`src/rtl/stack_ctrl_if.sv`:
```
// Request/acknowledge bundle between a requester and stack_ctrl.
// master drives requests; slave returns ack, err and the popped address.
interface stack_ctrl_if #(
    parameter int AW = 11
);
    logic          call_req;
    logic          ret_req;
    logic          irq_req;
    logic          reti_req;
    logic          err_clr;
    logic [AW-1:0] pc_in;
    logic          ack;
    logic          err;
    logic [AW-1:0] ret_addr;

    modport master (
        output call_req, ret_req, irq_req, reti_req, err_clr, pc_in,
        input  ack, err, ret_addr
    );

    modport slave (
        input  call_req, ret_req, irq_req, reti_req, err_clr, pc_in,
        output ack, err, ret_addr
    );
endinterface

```
`src/rtl/stack_ctrl.sv`:
```
// Call/return stack controller driving an external registered-read LIFO.
// Define STACK_CTRL_IRQ_EN to enable irq/reti handling and in_isr tracking.
module stack_ctrl #(
    parameter int AW        = 11,
    parameter int DEPTH_MAX = 15
) (
    input  logic          clk,
    input  logic          rst,
    stack_ctrl_if.slave   bus,
    input  logic [AW-1:0] lifo_dout,
    output logic          lifo_wr_en,
    output logic          lifo_rd_en,
    output logic [AW-1:0] lifo_din,
    output logic [4:0]    depth,
    output logic          busy,
    output logic          overflow,
    output logic          underflow,
    output logic          in_isr
);
    typedef enum logic [2:0] {IDLE, PUSH, POP, CAP, REJ} state_t;

    localparam logic [4:0] DMAX = 5'(DEPTH_MAX);

    state_t        state, state_d;
    logic          go, push_sel;
    logic          op_push;
    logic [AW-1:0] ret_q;

`ifdef STACK_CTRL_IRQ_EN
    logic irq_sel, reti_sel;
    logic op_irq, op_reti;
`endif

    always_comb begin
        go       = 1'b0;
        push_sel = 1'b0;
`ifdef STACK_CTRL_IRQ_EN
        irq_sel  = 1'b0;
        reti_sel = 1'b0;
        if (bus.irq_req && !in_isr) begin
            go       = 1'b1;
            push_sel = 1'b1;
            irq_sel  = 1'b1;
        end else if (bus.reti_req && in_isr) begin
            go       = 1'b1;
            reti_sel = 1'b1;
        end else
`endif
        if (bus.call_req) begin
            go       = 1'b1;
            push_sel = 1'b1;
        end else if (bus.ret_req) begin
            go = 1'b1;
        end
    end

    always_comb begin
        state_d = state;
        unique case (state)
            IDLE: begin
                if (go) begin
                    if (push_sel)
                        state_d = (depth < DMAX) ? PUSH : REJ;
                    else
                        state_d = (depth != 5'd0) ? POP : REJ;
                end
            end
            PUSH:    state_d = IDLE;
            POP:     state_d = CAP;
            CAP:     state_d = IDLE;
            REJ:     state_d = IDLE;
            default: state_d = IDLE;
        endcase
    end

    assign lifo_wr_en   = (state == PUSH);
    assign lifo_rd_en   = (state == POP);
    assign bus.ack      = (state == PUSH) || (state == CAP) || (state == REJ);
    assign bus.err      = (state == REJ);
    assign busy         = (state != IDLE);
    // Forward LIFO data during CAP so ret_addr is valid on the ack cycle.
    assign bus.ret_addr = (state == CAP) ? lifo_dout : ret_q;

    always_ff @(posedge clk) begin
        if (rst) begin
            state     <= IDLE;
            op_push   <= 1'b0;
            lifo_din  <= '0;
            depth     <= 5'd0;
            ret_q     <= '0;
            overflow  <= 1'b0;
            underflow <= 1'b0;
        end else begin
            state <= state_d;
            if (state == IDLE && go) begin
                op_push <= push_sel;
                if (push_sel)
                    lifo_din <= bus.pc_in;
            end
            if (state == PUSH)
                depth <= depth + 5'd1;
            if (state == POP)
                depth <= depth - 5'd1;
            if (state == CAP)
                ret_q <= lifo_dout;
            overflow  <= (bus.err && op_push) ||
                         (overflow && !bus.err_clr);
            underflow <= (bus.err && !op_push) ||
                         (underflow && !bus.err_clr);
        end
    end

`ifdef STACK_CTRL_IRQ_EN
    always_ff @(posedge clk) begin
        if (rst) begin
            in_isr  <= 1'b0;
            op_irq  <= 1'b0;
            op_reti <= 1'b0;
        end else begin
            if (state == IDLE && go) begin
                op_irq  <= irq_sel;
                op_reti <= reti_sel;
            end
            if (state == PUSH && op_irq)
                in_isr <= 1'b1;
            // A rejected reti still leaves interrupt context.
            if ((state == CAP || state == REJ) && op_reti)
                in_isr <= 1'b0;
        end
    end
`else
    logic unused_irq;
    assign unused_irq = ^{bus.irq_req, bus.reti_req};
    assign in_isr     = 1'b0;
`endif
endmodule

```
`src/flat_wrapper.sv`:
```
// flat-port wrapper written by rule: the top's interface ports become plain ports
module stack_ctrl_flat 
#(
    parameter int AW        = 11,
    parameter int DEPTH_MAX = 15
)
  (clk, rst, lifo_dout, lifo_wr_en, lifo_rd_en, lifo_din, depth, busy, overflow, underflow, in_isr, bus_call_req, bus_ret_req, bus_irq_req, bus_reti_req, bus_err_clr, bus_pc_in, bus_ack, bus_err, bus_ret_addr);
  stack_ctrl_if #(.AW(AW)) bus_i ();
  input  logic clk;
  input  logic rst;
  input  logic [AW-1:0] lifo_dout;
  output logic lifo_wr_en;
  output logic lifo_rd_en;
  output logic [AW-1:0] lifo_din;
  output logic [4:0] depth;
  output logic busy;
  output logic overflow;
  output logic underflow;
  output logic in_isr;
  input wire logic [$bits(bus_i.call_req)-1:0] bus_call_req;
  input wire logic [$bits(bus_i.ret_req)-1:0] bus_ret_req;
  input wire logic [$bits(bus_i.irq_req)-1:0] bus_irq_req;
  input wire logic [$bits(bus_i.reti_req)-1:0] bus_reti_req;
  input wire logic [$bits(bus_i.err_clr)-1:0] bus_err_clr;
  input wire logic [$bits(bus_i.pc_in)-1:0] bus_pc_in;
  output wire logic [$bits(bus_i.ack)-1:0] bus_ack;
  output wire logic [$bits(bus_i.err)-1:0] bus_err;
  output wire logic [$bits(bus_i.ret_addr)-1:0] bus_ret_addr;
  assign bus_i.call_req = bus_call_req;
  assign bus_i.ret_req = bus_ret_req;
  assign bus_i.irq_req = bus_irq_req;
  assign bus_i.reti_req = bus_reti_req;
  assign bus_i.err_clr = bus_err_clr;
  assign bus_i.pc_in = bus_pc_in;
  assign bus_ack = bus_i.ack;
  assign bus_err = bus_i.err;
  assign bus_ret_addr = bus_i.ret_addr;
  stack_ctrl #(.AW(AW), .DEPTH_MAX(DEPTH_MAX)) u_core (.clk(clk), .rst(rst), .bus(bus_i), .lifo_dout(lifo_dout), .lifo_wr_en(lifo_wr_en), .lifo_rd_en(lifo_rd_en), .lifo_din(lifo_din), .depth(depth), .busy(busy), .overflow(overflow), .underflow(underflow), .in_isr(in_isr));
endmodule
```
`config.mk`:
```
export PLATFORM = sky130hd
export DESIGN_NAME = stack_ctrl_flat
export DESIGN_NICKNAME = d
export VERILOG_FILES = /design/src/rtl/stack_ctrl_if.sv /design/src/rtl/stack_ctrl.sv /design/src/flat_wrapper.sv
export SDC_FILE = /design/constraint.sdc
export NUM_CORES = 1
export LEC_CHECK = 0
export BUFFER_PORTS_ARGS = -buffer_cell sky130_fd_sc_hd__buf_2
export CAP_MARGIN = 15
export CORE_ASPECT_RATIO = 2
export CORE_MARGIN = 1
export CORE_UTILIZATION = 45
export DETAILED_ROUTE_END_ITERATION = 7
export GPL_TIMING_DRIVEN = 0
export PLACE_DENSITY = 0.75
export SLEW_MARGIN = 20
export SYNTH_ARGS = -nofsm -noshare
export SYNTH_HDL_FRONTEND = slang
export SYNTH_SLANG_ARGS = --single-unit
```
`constraint.sdc`:
```
create_clock -name clk -period 3.9 [get_ports clk]
set_clock_uncertainty 0.05 [all_clocks]
set_input_delay 0 -clock clk [delete_from_list [all_inputs] [get_ports clk]]
set_output_delay 0 -clock clk [all_outputs]
set_load 0.005 [all_outputs]
```
Word level (Yosys, flattened, before mapping)
Index checks and enable logic that the tools add are counted.

operators by class
  add/subtract/negate cells = 2
  shift-type cells = 0
  bitwise gates (word level) = 0
  equal/unequal tests = 5
  reductions and logical operators = 16
  $lt $le $gt $ge = 1
  multiplexer cells = 11
  multipliers = 0
  divide/modulo/power cells = 0

operators by type and width
  cell                   number
  $mux W3                4
  $mux W11               1
  $mux W5                2
  $eq A3 B2 Y1 const B   2
  $pmux W3 S2            1
  $add A5 B1 Y5 const B  1
  $logic_and A1 B1 Y1    5
  $lt A5 B4 Y1 const B   1
  $reduce_bool A5 Y1     1
  $sub A5 B1 Y5 const B  1
  $logic_or A1 B1 Y1     4
  $eq A3 B1 Y1 const B   1
  $eq A3 B3 Y1 const B   1
  $logic_not A3 Y1       1
  $mux W1                3
  $reduce_bool A3 Y1     1
  $logic_not A1 Y1       2
  $ne A2 B1 Y1 const B   1
  $reduce_and A2 Y1      1
  $reduce_bool A2 Y1     1

word-level totals
  RAM bits = 0
  word-level logic and storage cells = 42
  bits in registers = 33
  bits of input ports = 29
  memories = 0
  latch bits = 0
  output and inout bits = 35
  memory bits (read-only) = 0

Depth between registers and ports, before layout
Gate-level depths: netlist (run 1).

  depth in word-level cells = 5
  gate-level depth with buffers = 6
  mapped depth without buffers = 5

Worst setup path after synthesis (run 1)
No wires, ideal clock.

  path kind = register -> register
  start = register u_core.state[1]
  end = register u_core.depth[4]
  data arrival time = 2251 ps
  required time = 3785 ps
  cell stages (with the launch flop) = 7
  path slack = 1535 ps
  path buffers = 1
  clock period less this slack = 2365 ps
  cells stage by stage = dfxtp_1 buf_6 nor3b_1 ha_1 and3_1 or4b_1 nand4_1

on the way
  cells in the longest elaborated chain, start to end = 2
  elaborated cells between the ends (all ways) = 4
  classes of those cells = 2 x eq/ne; 1 x mux; 1 x reduce/logical

ends and longest elaborated chain
  what                                                  line                source
  start, declared                                       stack_ctrl.sv:24    state_t state, state_d;
  start signal, assigned                                stack_ctrl.sv:94    state <= state_d;
  $eq A3 B2 Y1 (*)                                      n/a
  net lifo_rd_en                                        flat_wrapper.sv:13  output logic lifo_rd_en;
  $mux W5 / $reduce_bool A2 Y1 (equally long branches)  n/a
  end signal, assigned                                  stack_ctrl.sv:101   depth <= depth + 5'd1;
  end signal, assigned                                  stack_ctrl.sv:103   depth <= depth - 5'd1;
  end, declared                                         stack_ctrl.sv:14    output logic [4:0] depth,

Mark *: on every way through the listed nets, which the timed path passes. The rest lies on a longest branch.
A chain may end at the register's enable or synchronous reset.

Final worst setup path (run 1)
  start = register u_core.state[1]
  end = register u_core.depth[4]

on the way
  cells in the longest elaborated chain, start to end = 2
  elaborated cells between the ends (all ways) = 4
  classes of those cells = 2 x eq/ne; 1 x mux; 1 x reduce/logical

ends and longest elaborated chain
  what                                                  line
  $eq A3 B2 Y1 / $eq A3 B1 Y1 (equally long branches)   stack_ctrl.sv:102, stack_ctrl.sv:100
  $mux W5 / $reduce_bool A2 Y1 (equally long branches)  n/a

Parallel ways exist; a longest one is shown, timed or not.

==> reports/results.ini, run 1 <==
[status]
status=complete, but fails checks
violations=design-rule violations

[clock_tree]
tritoncts=yes
path_clk_slew_ns=0.07
cts_max_path_buffers=2
clk_latency_ns=0.28
cts_setup_buffers=0
hold_buffers=12
h-tree-depth=2
cts_made_buffers=5
cts.sinks=33
ctsResizeCount=0
cts_root_buffer=clkbuf_8

[floorplan]
rows=30
die_y_um=85.9
fp.dieW_um=44.0
io_pins=64
dieArea_um2=3780
core-area_um2=3380
initial_core_util_pct=46.9

[logic_synthesis]
synth_cell_types=42
syn_area_per_cell_um2=9.79
syn_area_um2=1590
yosys_warnings=0
synth_cells=162
synthFlopType=dfxtp_1
async_flop_share_pct=0
synth.net_count=195
ys_ff_latch=33
synth_edf_count=0
seq_area_frac_synth_pct=41.7

[cells_and_area]
areaGrowthSynthToFinish_pct=34.5
diodes=0
stdcell_count=274
final_core_util_pct=63.1
finalNetCount=274
layout-drive-gt1-share_pct=37.2
nFillCells=284

[timing]
period_needed_ns=2.56
max_freq_ghz=0.390
rsz0062_at_grt=no
worst_pin_slew_ns=0.928
drv_slew=0
slew-limit-headroom_pct=38.0
tns_ns=0
hold_viol_final=0
setup_viol=0
post-route-period-util_pct=65.8

[grt]
gr-usage-all-layers_pct=20.8
grt_overflow_total=0
grt_pass1_vias=1390
grt_pass1_wl_um=6000
grt_max_degree=12
antenna_found_initial=0

[place]
dp_cells=254
dp.final_hpwl_um=2640
portBuffers=60
place.gp.congestion=0.816

[detailed_routing]
wire_per_inst_um=13.7
wl_um=3740
first_iter_violations=43
ant_nets=0
drt_first_pass_iters=8
num_vias=1452
viasPerCell=5.30
post-route-drc-count=7

[worst_setup_path]
endpoint_kind=register
required_ns=4.06
start_kind=register
crit_type=register to register
cp_max_fo=10
arrival_ns=2.73

[worst_hold_path]
hold_path_class=primary input to register

[power_and_ir_drop]
vdd_ir_drop_max_mv=0.355
p_leak_nw=1.10
p_per_area_nw_per_um2=455
total_power_mw=0.969

[job]
drv_cap=0

flip-flops by register name, summed over array words and instances, names as in the netlist:
name              count
u_core.depth          5
u_core.state          3
u_core.lifo_din      11
u_core.op_push        1
u_core.overflow       1
u_core.underflow      1
u_core.ret_q         11
power by group:
part           total [mW]  switching [mW]  internal [mW]
Sequential          0.412          0.0352          0.377
Clock               0.244           0.121          0.123
Combinational       0.312           0.157          0.155
Total               0.969           0.314          0.656
kinds of logic (layout without fill, tap and decap cells):
logic type	count (synthesis)	after routing	share of synthesized area, %
XOR/XNOR	3	3	1.66
multiplexers	11	11	10.2
flip-flops	33	33	41.7
other	1	1	0.237
AO/OA/AOI/OAI	32	32	12.2
adder cells (fa/ha/maj)	4	4	3.63
AND/OR/NAND/NOR	63	63	24.5
buffers and inverters	15	95	6.00
metrics by stage:
stage          hold slack [ns]  area (um^2)  setup WS, ns
2_1_floorplan           0.0759         1590          1.53
4_1_cts                 0.0105         2130          1.33
6_report                0.0168         2130          1.34
3_3_place_gp             0.193         1930          1.36
3_5_place_dp             0.197         1930          1.36
5_1_grt                 0.0232         2130          1.18
cell usage after synthesis, drive strengths merged (2+ instances only):
cell type	instances	share of area (%)
a21o	2	0.95
or3	3	1.5
nor3b	3	1.4
nand2	22	5.2
nor2b	2	0.79
dfxtp	33	42
nor2	3	0.71
nand3b	2	1.7
and3	2	0.79
a21oi	18	5.7
clkbuf	3	0.71
and2	11	4.3
mux2	11	10
nand4	3	1.2
ha	3	2.4
nand2b	2	0.79
o211ai	3	1.4
nand3	3	0.95
or4b	2	1.5
o21ai	3	0.95
inv	5	1.2
buf	7	4.1
xnor2	2	1.1
a2111oi	2	1.1
worst paths after layout:
kind | startpoint | endpoint | slack, ns | cells after the start
max | u_core.state[1]$_SDFFE_PP0P_ | u_core.depth[4]$_SDFFE_PP0P_ | 1.34 | 6
min | lifo_dout[1] | u_core.ret_q[1]$_SDFF_PP0_ | 0.02 | 3
max reg2reg | u_core.state[1]$_SDFFE_PP0P_ | u_core.depth[4]$_SDFFE_PP0P_ | 1.34 | 6
min reg2reg | u_core.lifo_din[6]$_SDFFE_PP0P_ | u_core.lifo_din[6]$_SDFFE_PP0P_ | 0.40 | 2
critical path, cell delays in order, from the launching register on:
cell and delay, ns:
dfxtp_1 0.32, buf_6 0.16, nor3b_1 0.77, ha_1 0.41, and3_1 0.20, or4b_1 0.50
nand4_1 0.09
layout make-up:
type / count / area, um^2 / area share, %
Tap cell: 32 / 40.0 / 1.88
Clock inverter: 3 / 17.5 / 0.822
Clock buffer: 5 / 68.8 / 3.23
Sequential cell: 33 / 661 / 31.0
Multi-Input combinational cell: 114 / 830 / 38.9
Timing Repair Buffer: 72 / 420 / 19.7
Inverter: 5 / 18.8 / 0.880
Buffer: 10 / 76.3 / 3.58
layout by cell type (no fill, tap or decap), drive strengths merged, types with 2 or more instances in the layout:
master	Yosys	final
xnor2	2	2
dfxtp	33	33
o21ai	3	3
nor2	3	3
a2111oi	2	2
or3	3	3
nand2	22	22
mux2	11	11
ha	3	3
clkbuf	3	8
nand3	3	3
a21oi	18	18
dlygate4sd3	0	12
a21o	2	2
and3	2	2
or4b	2	2
o211ai	3	3
nor3b	3	3
nand4	3	3
inv	5	5
nor2b	2	2
clkinv	0	2
nand3b	2	2
nand2b	2	2
and2	11	11
buf	7	67
per-layer routing:
metal	track usage, %	up-vias	part of all wire (%)
li1	-	720	-
met1	21.2	665	38
met2	39.6	61	54
met3	2.95	6	5.6
met4	9.09	0	1.6
met5	0	-	0
Note: power is estimated with default switching activity, not from simulation.
==> run 2, diff against run 1 <==
Clock period 3.9 ns to 2.65 ns, I/O delays scaled along.
==> run 2 against run 1 <==
  * The flow still finishes with violations (design-rule violations)
  * Cell count did not move
  * Largest power group unchanged
  * Sequential power grew 47%
  * Design area grew 0.23%
  * Highest routed layer unchanged
  * Via count decreased by 0.96%
  * Fmax up 16%
  * First-iteration DRC count rose by 2.3%
  * Utilization rose by 0.15 points
==> reports/results.ini, run 2 (synthesized netlist as in run 1, its figures left out) <==
[status]
status=complete, but fails checks
violations=design-rule violations

[detailed_routing]
viasPerCell=5.25  ; -0.96%
first_iter_violations=44  ; +2.3%
drt_first_pass_iters=8  ; unchanged
ant_nets=0  ; unchanged
num_vias=1438  ; -0.96%
wl_um=3720  ; -0.64%
wire_per_inst_um=13.6  ; -0.64%
post-route-drc-count=7  ; unchanged

[cells_and_area]
diodes=0  ; unchanged
final_core_util_pct=63.3  ; +0.15 points
multi_input_area_um2=835  ; +0.60%
mostFrequentLayoutCell=buf_2
layout-drive-gt1-share_pct=37.6  ; +0.41 points
finalNetCount=274  ; unchanged
areaGrowthSynthToFinish_pct=34.8
final_cell_mix=buf_2 (61), dfxtp_1 (33), nand2_1 (22)
ff_latch_area_um2=661  ; unchanged
nFillCells=284  ; unchanged
top_regs=u_core.lifo_din x11, u_core.ret_q x11, u_core.depth x5

[worst_setup_path]
cp_max_fo=10  ; unchanged
endpoint_kind=register
start_kind=register
arrival_ns=2.38  ; -0.35 ns
required_ns=2.82  ; -1.24 ns
crit_type=register to register

[timing]
setup_viol=0  ; unchanged
hold_viol_final=0  ; unchanged
tns_ns=0  ; unchanged
slew-limit-headroom_pct=65.4  ; +27 points
rsz0062_at_grt=no
fin_ws_ns=0.432  ; -0.904 ns
period_needed_ns=2.22  ; -0.346 ns
post-route-period-util_pct=83.7  ; +18 points
worst_pin_slew_ns=0.517  ; -0.411 ns
max_freq_ghz=0.451  ; +16%
drv_slew=0  ; unchanged
fin_worst_hold_slack_ns=0.0161  ; -0.000748 ns

[power_and_ir_drop]
p_sw_mw=0.462  ; +47%
total_power_mw=1.43  ; +47%
p_per_area_nw_per_um2=668  ; +47%
seq_power_share_pct=42.5  ; about the same
internal-power_mw=0.966  ; +47%
vdd_ir_drop_max_mv=0.522  ; +47%
p_leak_nw=1.11  ; +0.31%
pwr-share-clk_pct=25.2  ; about the same
switching_share_pct=32.4  ; about the same
pwr-share-comb_pct=32.3  ; about the same

[place]
portBuffers=60  ; unchanged
dp.final_hpwl_um=2640  ; unchanged
pre_cts_slack_ns=0.107  ; -1.25 ns
place.gp.congestion=0.816  ; unchanged

[floorplan]
die_y_um=85.9  ; unchanged
fp.dieW_um=44.0  ; unchanged
io_pins=64  ; unchanged
rows=30  ; unchanged
core-area_um2=3380  ; unchanged
initial_core_util_pct=46.9  ; unchanged
dieArea_um2=3780  ; unchanged

[grt]
grt_max_degree=12  ; unchanged
grt_pass1_wl_um=6000  ; unchanged
gr-usage-all-layers_pct=20.8  ; unchanged
grt_pass1_vias=1390  ; unchanged
grt_overflow_total=0  ; unchanged
antenna_found_initial=0  ; unchanged

[clock_tree]
cts_max_path_buffers=2  ; unchanged
clk_latency_ns=0.28  ; about the same
cts.sinks=33  ; unchanged
tritoncts=yes
cts_made_buffers=5  ; unchanged
h-tree-depth=2  ; unchanged
cts_root_buffer=clkbuf_8
path_clk_slew_ns=0.07  ; about the same

[worst_hold_path]
hold_path_class=primary input to register

[job]
drv_cap=0  ; unchanged

run 2: cell types whose count changed in the layout (fill, tap and decap cells not counted):
cell     delta
nor3b_2     +1
nor3b_1     -1
run 2: path summary, 6_finish.rpt:
kind                            slack (ns)                               to                       startpoint  depth (start not counted)
worst min register to register        0.40  u_core.lifo_din[6]$_SDFFE_PP0P_  u_core.lifo_din[6]$_SDFFE_PP0P_                          2
worst min-delay path                  0.02       u_core.ret_q[1]$_SDFF_PP0_                     lifo_dout[1]                          3
worst max-delay path                  0.43     u_core.depth[4]$_SDFFE_PP0P_     u_core.state[1]$_SDFFE_PP0P_                          6
worst max register to register        0.43     u_core.depth[4]$_SDFFE_PP0P_     u_core.state[1]$_SDFFE_PP0P_                          6
run 2: power groups by stage:
| stage | clock, mW | sequential [mW] | combinational [mW] |
|---|---|---|---|
| detailed placement | 0 | 0.617 | 0.443 |
| CTS | 0.373 | 0.606 | 0.459 |
| finish | 0.360 | 0.607 | 0.461 |
| floorplan | 0 | 0.610 | 0.294 |
| global route | 0.390 | 0.617 | 0.512 |
| global placement | 0 | 0.615 | 0.436 |
run 2: worst max-delay path: stages, from the launching register on:
cell     delay [ns]
dfxtp_1        0.32
buf_6          0.16
nor3b_2        0.47
ha_1           0.37
and3_1         0.20
or4b_1         0.50
nand4_1        0.09
run 2: layout make-up:
cell class	instances	area share, %
multi-input combinational	114	39.1
sequential	33	30.9
timing repair buffer	72	19.7
buffer	10	3.57
clock buffer	5	3.22
tap	32	1.87
inverter	5	0.878
clock inverter	3	0.820
run 2: per-layer routing:
layer / part of all wire, % / vias to the layer above / GRT usage [%]
li1: - / 720 / -
met1: 39 / 660 / 21.2
met2: 55 / 52 / 39.6
met3: 5.0 / 6 / 2.95
met4: 1.6 / 0 / 9.09
met5: 0 / - / 0
run 2: timing repair:
action,CTS,global route
gates resized for setup,0,1
buffers inserted,0,0
hold buffers,12,0
hold endpoints to repair,13,0
endpoints found under the setup margin,0,1
run 2: through the flow:
| step | instance area (um^2) | std cells |
|---|---|---|
| floorplan | 1590 | 162 |
| detailed placement | 1930 | 254 |
| global route | 2140 | 274 |
| finish | 2140 | 274 |
| global placement | 1930 | 254 |
| CTS | 2130 | 274 |
==> run 3, diff against run 2 <==
Settings changed: ABC_AREA set to 1, CORE_UTILIZATION 45 to 43.
Clock period 2.65 ns to 1.8 ns, I/O delays scaled along.
==> run 3 against run 2 <==
  * The run now ends clean
  * Sequential share of layout area is 1.8 points lower
  * Critical endpoint is now bus_ret_addr[5]
  * Routed wire length rose by 4.8%
  * Die area rose by 5.4%
  * Non-clock buffer count up 10
  * Largest cell class unchanged
  * Clock power increased by 46%
  * Worst hold slack got worse by 0.011 ns
  * Setup slack worse by 0.28 ns
==> reports/results.ini, run 3 <==
[clock_tree]
cts_root_buffer=clkbuf_8
cts_max_path_buffers=2  ; unchanged
tritoncts=yes
cts.sinks=33  ; unchanged
h-tree-depth=2  ; unchanged
cts_made_buffers=5  ; unchanged
clk_latency_ns=0.28  ; about the same
path_clk_slew_ns=0.06  ; about the same

[detailed_routing]
wire_per_inst_um=11.2  ; -18%
first_iter_violations=35  ; -20%
routed.top_layer=met4
ant_nets=0  ; unchanged
num_vias=1623  ; +13%
wl_um=3900  ; +4.8%
met3_wirelength_um=222  ; +19%
wl_met2_um=2080  ; +2.2%
drt_first_pass_iters=4  ; -4
post-route-drc-count=0  ; -7
wl_met1_um=1520  ; +5.5%
viasPerCell=4.65  ; -11%

[floorplan]
core-area_um2=3570  ; +5.6%
initial_core_util_pct=44.8  ; -2.1 points
rows=31  ; +3.3%
die_y_um=88.2  ; +2.7%
dieArea_um2=3980  ; +5.4%
io_pins=64  ; unchanged
fp.dieW_um=45.1  ; +2.6%

[timing]
fin_worst_hold_slack_ns=0.00519  ; -0.0109 ns
period_needed_ns=1.65
tns_ns=0  ; unchanged
max_freq_ghz=0.606
setup_viol=0  ; unchanged
rsz0062_at_grt=no
hold_viol_final=0  ; unchanged
drv_slew=0  ; unchanged
post-route-period-util_pct=91.7

[logic_synthesis]
synthTopCellsByCount=inv_1 (35), nand2_1 (35), dfxtp_1 (33)
synth_top_area_share_pct=41.3  ; -0.36 points
synth_top_cells_by_area=dfxtp_1 (41%), inv_1 (8.2%), nand2_1 (8.2%)
async_flop_share_pct=0  ; unchanged
syn_area_per_cell_um2=7.61  ; -22%
synth_edf_count=0  ; unchanged
synth_cell_types=26  ; -38%
syn_area_um2=1600  ; +0.87%
synth.net_count=243  ; +25%
ys_ff_latch=33  ; unchanged
synthFlopType=dfxtp_1
yosys_warnings=0  ; unchanged
synth_cells=210  ; +30%
seq_area_frac_synth_pct=41.3  ; -0.36 points
synth_top_area_cell=dfxtp_1

[worst_setup_path]
cp_top_family=buffers and inverters
cp_num_buf_inv=4  ; +3
arrival_ns=1.60  ; -0.78 ns
cp_slowest_stage_delay_ns=0.34  ; -0.16 ns
endpoint_kind=output pin
cp_max_fo=10  ; unchanged
start_kind=register
worstPathCellList=inv_2, nand3_1, clkbuf_2, o21ai_0, inv_1, buf_2
slowest_stage=dfxtp_2
crit_type=register to output pin
required_ns=1.75  ; -1.07 ns

[cells_and_area]
finalNetCount=332  ; +21%
multi_input_area_um2=722  ; -13%
nFillCells=347  ; +22%
areaGrowthSynthToFinish_pct=42.6
final_cell_mix=buf_2 (59), inv_1 (34), nand2_1 (34)
mostFrequentLayoutCell=buf_2
final_core_util_pct=63.9  ; +0.66 points
top_regs=u_core.lifo_din x11, u_core.ret_q x11, u_core.depth x5
diodes=0  ; unchanged
ff_latch_area_um2=663  ; +0.38%
layout-drive-gt1-share_pct=34.3  ; -3.3 points
stdcell_count=349  ; +27%

[grt]
grt_max_degree=11  ; -1
grt_overflow_total=0  ; unchanged
gr-usage-all-layers_pct=21.4  ; +0.62 points
grt_pass1_vias=1526  ; +9.8%
grt_pass1_wl_um=6340  ; +5.8%
antenna_found_initial=0  ; unchanged

[worst_hold_path]
hold_path_class=primary input to register

[power_and_ir_drop]
pwr-share-comb_pct=45.7  ; +13 points
seq_power_share_pct=36.1  ; -6.4 points
internal-power_mw=1.76  ; +82%
total_power_mw=2.90  ; +100%
p_sw_mw=1.14  ; +150%
vdd_ir_drop_max_mv=1.01  ; +93%
p_per_area_nw_per_um2=1270  ; +90%
p_leak_nw=1.24  ; +12%
switching_share_pct=39.3  ; +6.9 points
pwr-share-clk_pct=18.2  ; -7.0 points

[place]
portBuffers=58  ; -3.3%
dp.final_hpwl_um=2660  ; +0.71%
place.gp.congestion=0.717  ; -12%
dp_cells=317  ; +25%

[status]
status=complete, no violations

[job]
drv_cap=0  ; unchanged

==> run 3: layout make-up <==
type                    instances  area share [%]
repair buffers                 82            23.3
inverters                      37            6.31
flip-flops and latches         33            29.1
clock buffers                   6            3.18
plain buffers                  10            3.40
well taps                      49            2.69
clock inverters                 2           0.439
multi-input cells             130            31.7
==> run 3: stage by stage <==
step                      cell area [um^2]  setup slack [ns]
after global placement                1950           -0.0330
after CTS                             2280            0.0212
after detailed placement              1950           -0.0526
after floorplan                       1600             0.105
after global routing                  2280            0.0151
final                                 2280             0.150
==> run 3: power groups by stage <==
stage	clock network (mW)	logic (mW)	registers, mW
6_report	0.527	1.32	1.05
5_1_grt	0.569	1.49	1.07
4_1_cts	0.546	1.32	1.04
3_5_place_dp	0	1.27	1.05
3_3_place_gp	0	1.25	1.05
2_1_floorplan	0	0.891	1.04
==> run 3: final timing paths <==
| path | slack (ns) | endpoint | startpoint | cells past startpoint |
|---|---|---|---|---|
| worst max-delay path | 0.15 | bus_ret_addr[5] | u_core.state[2]$_SDFFE_PP0P_ | 6 |
| worst min-delay path | 0.005 | u_core.lifo_din[0]$_SDFFE_PP0P_ | bus_call_req | 3 |
| worst max register to register | 0.15 | u_core.depth[4]$_SDFFE_PP0P_ | u_core.state[2]$_SDFFE_PP0P_ | 8 |
| worst min register to register | 0.41 | u_core.lifo_din[0]$_SDFFE_PP0P_ | u_core.lifo_din[0]$_SDFFE_PP0P_ | 2 |
==> run 3: worst register-to-register path, delay by kind of cell (launching register included) <==
kind | cells | cell delay [ns]
AO/OA/AOI/OAI | 2 | 0.32
adder cells (fa/ha/maj) | 1 | 0.29
buffers and inverters | 1 | 0.13
flip-flops | 1 | 0.34
AND/OR/NAND/NOR | 4 | 0.41
==> run 3: per-layer routing <==
metal	vias to the layer above	track usage, %
met4	0	8.82
met2	56	41.6
li1	839	-
met1	719	20.1
met3	9	4.69
met5	-	0
==> run 3: timing repair <==
item                                   in CTS  in global routing
endpoints found under the hold margin      25                  0
buffers inserted                            0                  0
resized for setup                           1                  4
pin swaps                                   0                  0
setup endpoints to repair                   1                  3
hold buffers                               24                  0
==> run 3: logic make-up after synthesis <==
group / synth area share [%]
AOI/OAI and AO/OA: 14.6
buffers and inverters: 13.8
DFF: 41.3
adders and majority gates: 3.60
xor gates and xnor gates: 0.548
and+or+nand+nor: 25.8
other: 0.235
